$ cat src/rtl/uart_rx.sv
// 8N1 serial receiver: two-flop synchroniser, start-edge detect, mid-bit sampling,
// one-cycle po_flag per good byte and one-cycle frame_err per bad stop bit.
module uart_rx #(
    parameter int BAUD_MAX = 115_200,
    parameter int CLK_MAX  = 50_000_000
) (
    input  logic       sys_clk,
    input  logic       sys_rst_n,
    input  logic       rx,
    output logic [7:0] po_data,
    output logic       po_flag,
    output logic       frame_err,
    output logic       rx_busy
);

    localparam int          BAUD_CNT  = CLK_MAX / BAUD_MAX;
    localparam int          HALF      = BAUD_CNT / 2;
    localparam logic [15:0] BAUD_LAST = 16'(BAUD_CNT - 1);
    localparam logic [15:0] HALF_CNT  = 16'(HALF);

    typedef enum logic [1:0] {
        IDLE  = 2'd0,
        START = 2'd1,
        DATA  = 2'd2,
        STOP  = 2'd3
    } state_t;

    state_t      r_state;
    state_t      w_next_state;
    logic        r_rx_s1;
    logic        r_rx_s2;
    logic        r_rx_s3;
    logic [15:0] r_baud_cnt;
    logic [3:0]  r_bit_cnt;
    logic [7:0]  r_shreg;
    logic        w_start_edge;
    logic        w_strobe;
    logic [2:0]  w_bit_idx;

    // Sync flops idle high so reset release never looks like a start edge.
    always_ff @(posedge sys_clk or negedge sys_rst_n) begin
        if (!sys_rst_n) begin
            r_rx_s1 <= 1'b1;
            r_rx_s2 <= 1'b1;
            r_rx_s3 <= 1'b1;
        end else begin
            r_rx_s1 <= rx;
            r_rx_s2 <= r_rx_s1;
            r_rx_s3 <= r_rx_s2;
        end
    end

    assign w_start_edge = (r_state == IDLE) && r_rx_s3 && !r_rx_s2;
    assign w_strobe     = (r_baud_cnt == HALF_CNT);
    assign w_bit_idx    = 3'(r_bit_cnt - 4'd1);
    assign rx_busy      = (r_state != IDLE);

    always_ff @(posedge sys_clk or negedge sys_rst_n) begin
        if (!sys_rst_n) begin
            r_state <= IDLE;
        end else begin
            r_state <= w_next_state;
        end
    end

    always_comb begin
        w_next_state = r_state;
        case (r_state)
            IDLE:  if (w_start_edge) w_next_state = START;
            START: if (w_strobe) w_next_state = r_rx_s2 ? IDLE : DATA;
            DATA:  if (w_strobe && (r_bit_cnt == 4'd8)) w_next_state = STOP;
            STOP:  if (w_strobe) w_next_state = IDLE;
            default: w_next_state = IDLE;
        endcase
    end

    // bit_cnt: 0 = start bit, 1..8 = data bits, 9 = stop bit.
    always_ff @(posedge sys_clk or negedge sys_rst_n) begin
        if (!sys_rst_n) begin
            r_baud_cnt <= 16'd0;
            r_bit_cnt  <= 4'd0;
        end else if (r_state == IDLE) begin
            r_baud_cnt <= 16'd0;
            r_bit_cnt  <= 4'd0;
        end else if (r_baud_cnt == BAUD_LAST) begin
            r_baud_cnt <= 16'd0;
            r_bit_cnt  <= r_bit_cnt + 4'd1;
        end else begin
            r_baud_cnt <= r_baud_cnt + 16'd1;
        end
    end

    always_ff @(posedge sys_clk or negedge sys_rst_n) begin
        if (!sys_rst_n) begin
            r_shreg   <= 8'h00;
            po_data   <= 8'h00;
            po_flag   <= 1'b0;
            frame_err <= 1'b0;
        end else begin
            po_flag   <= 1'b0;
            frame_err <= 1'b0;
            if ((r_state == DATA) && w_strobe) begin
                r_shreg[w_bit_idx] <= r_rx_s2;
            end
            if ((r_state == STOP) && w_strobe) begin
                if (r_rx_s2) begin
                    po_data <= r_shreg;
                    po_flag <= 1'b1;
                end else begin
                    frame_err <= 1'b1;
                end
            end
        end
    end

endmodule

$ cat config.mk
export PLATFORM = sky130hd
export DESIGN_NAME = uart_rx
export DESIGN_NICKNAME = d
export VERILOG_FILES = /design/src/rtl/uart_rx.sv
export SDC_FILE = /design/constraint.sdc
export NUM_CORES = 1
export LEC_CHECK = 0
export BUFFER_PORTS_ARGS = -buffer_cell sky130_fd_sc_hd__buf_2
export CAP_MARGIN = 5
export CORE_ASPECT_RATIO = 0.5
export CORE_UTILIZATION = 53
export CTS_CLUSTER_SIZE = 14
export DETAILED_ROUTE_END_ITERATION = 12
export PLACE_DENSITY = 0.77
export RECOVER_POWER = 100
export SYNTH_ARGS = -nofsm -noshare
export SYNTH_HDL_FRONTEND = slang
export SYNTH_SLANG_ARGS = --single-unit
$ cat constraint.sdc
create_clock -name sys_clk -period 2.3 [get_ports sys_clk]
set_input_delay 0 -clock sys_clk [delete_from_list [all_inputs] [get_ports sys_clk]]
set_output_delay 0 -clock sys_clk [all_outputs]
set_load 0.05 [all_outputs]
## Word level (Yosys, flattened, before mapping)

Cells that the tools add are included.

- Bits in registers: 43
- Output and inout bits: 11

- Add/sub/neg operators: 3
- Order comparisons: 2
- Eq/ne operators: 10
- Muxes and demuxes: 17
- Reduce and logical (&&, ||, !) cells: 12

Operators by type and width:

| operator | number |
|---|---|
| $mux W16 | 2 |
| $add A16 B1 Y16 const B | 1 |
| $eq A16 B8 Y1 const B | 1 |
| $eq A16 B9 Y1 const B | 1 |
| $mux W2 | 5 |
| $bwmux W8 | 1 |
| $mux W4 | 2 |
| $ne A2 B2 Y1 const B | 4 |
| $pmux W2 S4 | 1 |
| $logic_and A1 B1 Y1 | 6 |
| $mux W1 | 5 |
| $add A4 B1 Y4 const B | 1 |
| $eq A2 B2 Y1 const B | 2 |
| $eq A4 B4 Y1 const B | 1 |
| $lt A3 B4 Y1 const B | 1 |
| $reduce_and A4 Y1 | 1 |
| $reduce_bool A2 Y1 | 2 |
| $demux W1 S3 | 1 |
| $ge A3 B1 Y1 const B | 1 |
| $sub A3 B1 Y3 const B | 1 |
| $eq A2 B1 Y1 const B | 1 |
| $logic_not A2 Y1 | 1 |
| $reduce_and A2 Y1 | 1 |
| $logic_not A1 Y1 | 1 |

## Longest topological paths before layout

- Word-level depth: 6
- Gate-level depth with buffers: 8
- Depth with buffers taken out: 6

## Least setup slack after synthesis

OpenSTA, ideal clock, no wires.

- Kind: reg2reg
- From: register r_baud_cnt[1]
- To: register r_shreg[0]
- Library setup time: 128 ps
- Data arrival time: 2203 ps
- Required time: 2172 ps
- Path slack: -31 ps
- Stages on the path, launching flop included: 8
- Buffers on the path: 1
- Clock period less this slack: 2331 ps
- Cell sequence: dfrtp_1 inv_1 ha_1 or3b_1 or4_1 buf_2 nor4_1 mux2_1

- Cells in the longest elaborated chain, start to end: 2

Ends and longest elaborated chain:

| item | RTL line | text |
|---|---|---|
| start, declared | 33 | `logic [15:0] r_baud_cnt;` |
| start signal, assigned | 89 | `r_baud_cnt <= r_baud_cnt + 16'd1;` |
| $eq A16 B8 Y1 | 54 | `assign w_strobe = (r_baud_cnt == HALF_CNT);` |
| $logic_and A1 B1 Y1 | 102 | `if ((r_state == DATA) && w_strobe) begin` |
| end signal, assigned by index | 103 | `r_shreg[w_bit_idx] <= r_rx_s2;` |
| end, declared | 35 | `logic [7:0] r_shreg;` |

Every way passes these cells.
A chain may end at the register's enable or synchronous reset.

## Worst setup path after layout

- From: register r_baud_cnt[12]
- To: register r_shreg[1]

The elaborated chain is that of the path after synthesis.

==> flow_metrics.tcl <==
set metrics [dict create \
    outcome "finished clean" \
    whs_ps 358 \
    required_ps 2480 \
    syn_area_sq_um 2030 \
    wire_per_inst_um 14.4 \
    hold_path_end "r_rx_s1" \
    finalMaxSlewViolations 0 \
    hp-start "rx" \
    overflow 0 \
    worst_slew_pin_slew_ps 1050 \
    final_nets 221 \
    grt_max_degree 44 \
    reg2reg_depth 4 \
    crit_type "reg -> reg" \
    cts_tree "done" \
    ys_warn_count 0 \
    pwr_density_cell_nw_per_um2 703 \
    viasPerCell 5.57 \
    die_w_um 89.5 \
    routed_wirelength_mm 3.83 \
    hold_class "in -> reg" \
    ys_ff_latch 43 \
    ctsLongestPathBuffers 2 \
    num_vias 1476 \
    dp_hpwl_mm 2.71 \
    cap_violations 0 \
    first_pass_iters 4 \
    antenna_left 0 \
    power.total_mw 1.68 \
    htree_num_levels 2 \
    grt_pass1_vias 1349 \
    ys_async_sr_fraction_pct 100 \
    root_buffer "clkbuf_8" \
    r2r_setup_slack_ps 30 \
    syn_avg_cell_area_sq_um 11.0 \
    rsz0062_at_grt "yes" \
    ys.flop_type "dfrtp_1" \
    clk_latency_ps 300 \
    drt-initial-drc-count 42 \
    cp-startpoint "r_baud_cnt[12]" \
    critPathMaxFanout 8 \
    synth-edff-count 0 \
    final_cell_mix "dfrtp_1, nor2_1, xnor2_1" \
    synth_top_family_by_area "simple AND/OR/NAND/NOR gates" \
    clk_pin_slew_worst_paths_ps 80 \
    synth_fa_ha_area_share_pct 3.08 \
    slowest_stage "or4_4" \
    hold_viol 0 \
    start_kind "register" \
    crit_chain "or4_4 -> or4_4 -> nor4_2 -> mux2_1" \
    cp.arrival_ps 2450 \
    max_freq_mhz 441 \
    finalClockSkew_ps 5.86 \
    floorplan.initialDensity_pct 57.2 \
    cpMostUsedCell "or4_4" \
    cp_num_buf_inv 0 \
    cts_sinks 43 \
    synth.mux.area_fraction_pct 9.93 \
    fp.dieH_um 45.7 \
    cpLargestDelayFamily "simple AND/OR/NAND/NOR gates" \
    gp_congestion 0.850 \
    relSlewSlack_pct 30.2 \
    n_antenna_cell 0 \
    core_sq_um 3550 \
    holdPathStages 2 \
    dieArea_sq_um 4090 \
    antenna_found_initial 0 \
    synthXorXnorAreaFrac_pct 7.34 \
    layout_commonest_cell "dfrtp_1" \
    drc_errors 0 \
    syn_nets 192 \
    r2r-end "r_shreg[1]" \
    core.rowCount 15 \
    ir_worst_vdd_mv 0.475 \
    endpoint_kind "register" \
    ios 14 \
    finalSetupViolCount 0 \
    yosysUniqueCellTypes 30 \
    drive_gt1_share_pct 22.4 \
    grt_use_total_pct 21.5 \
    synthSimpleGateAreaFrac_pct 21.8 \
    grt_pass1_wl_mm 6.28 \
    io_buffers 13 \
    synthToLayoutAreaGrowth_pct 17.7 \
    fin_crit_ps 2270 \
    max_stage_delay_ps 630 \
    yosysSeqAreaShare_pct 53.2 \
    cts_made_buffers 5 \
    netlist_instances 184 \
    synth_compound_area_share_pct 1.67 \
    p_leak_nw 1.05 \
    reg2reg_from "r_baud_cnt[12]" \
    finalCritPeriodShare_pct 98.5 \
]
==> area by class of cell <==
type,instances,area [sq um]
flip-flops and latches,43,1080
well taps,51,63.8
fillers,272,1160
multi-input cells,126,960
clock buffers,6,72.6
clock inverters,2,12.5
inverters,9,33.8
repair buffers,28,165
==> stage by stage <==
stage	TNS (ps)	util, %	std cells	setup slack, ps	cell area, sq um
detailed placement	-23.2	64.8	255	-23.2	2300
floorplan	-14.8	-	184	-14.8	2090
global route	-87.8	67.3	265	-34.9	2390
CTS	0	68.0	265	30.8	2410
finish	0	67.3	265	34.1	2390
global placement	0	64.8	255	39.4	2300
==> logic make-up (layout without fill, tap and decap cells) <==
family	after synthesis	in the layout
AO/OA/AOI/OAI	6	6
AND/OR/NAND/NOR	80	80
multiplexers	18	18
XOR/XNOR	17	17
buffers and inverters	15	45
adder cells (fa/ha/maj)	5	5
flip-flops	43	43
==> metal layers <==
layer	wire length (um)	up-vias	global-route usage (%)
met3	143	8	6.16
met2	1860	33	35.6
met1	1750	734	27.2
met4	65	0	8.89
li1	-	701	-
met5	0	-	0
==> state kept, by name, summed over array words and instances, names as in the netlist, named ones only <==
signal and count:
frame_err 1, po_data 8, po_flag 1, r_baud_cnt 16
r_bit_cnt 4, r_rx_s1 1, r_rx_s2 1, r_rx_s3 1
r_shreg 8, r_state 1
==> worst max path at each step <==
stage | to | slack (ps) | cells past startpoint
after CTS | r_bit_cnt[3] | 30 | 7
after detailed placement | r_shreg[0] | -20 | 6
after global placement | r_shreg[0] | 40 | 6
after global routing | r_shreg[3] | -30 | 4
after floorplan | r_shreg[0] | -10 | 7
final | r_shreg[1] | 30 | 4
==> worst reg2reg max path, cell delays in order, from the launching register on <==
cell and delay (ps):
dfrtp_1 380, or4_4 560, or4_4 630, nor4_2 240, mux2_1 350
==> where the power goes <==
| part | internal [mW] | switching [mW] | leakage, nW |
|---|---|---|---|
| sequential | 0.821 | 0.0580 | 0.572 |
| combinational | 0.158 | 0.174 | 0.441 |
| clock | 0.212 | 0.255 | 0.0412 |
| total | 1.19 | 0.488 | 1.05 |
==> cells in the mapped netlist, drive strengths merged (2+ instances only) <==
| master | count | area (sq um) |
|---|---|---|
| clkbuf | 4 | 15.0 |
| mux2 | 17 | 191 |
| buf | 2 | 10.0 |
| nor3 | 6 | 30.0 |
| inv | 9 | 33.8 |
| or2 | 3 | 18.8 |
| ha | 5 | 62.6 |
| dfstp | 3 | 78.8 |
| xor2 | 2 | 17.5 |
| or4bb | 3 | 33.8 |
| xnor2 | 15 | 131 |
| nor2 | 24 | 90.1 |
| nand4 | 5 | 31.3 |
| or3 | 2 | 12.5 |
| nand2 | 6 | 22.5 |
| or4 | 3 | 26.3 |
| dfrtp | 40 | 1000 |
| nor4 | 13 | 81.3 |
| nand3 | 8 | 40.0 |
| a21oi | 3 | 15.0 |
| nand2b | 3 | 18.8 |
| o21ai | 2 | 10.0 |
==> repair_timing <==
action | CTS | global route
pin swaps | 2 | 0
cloned | 0 | 0
endpoints found under the setup margin | 1 | 5
buffers inserted | 0 | 0
hold endpoints to repair | 41 | 0
hold buffers | 2 | 0
gates resized for setup | 1 | 3
(Power assumes the default switching activity.)
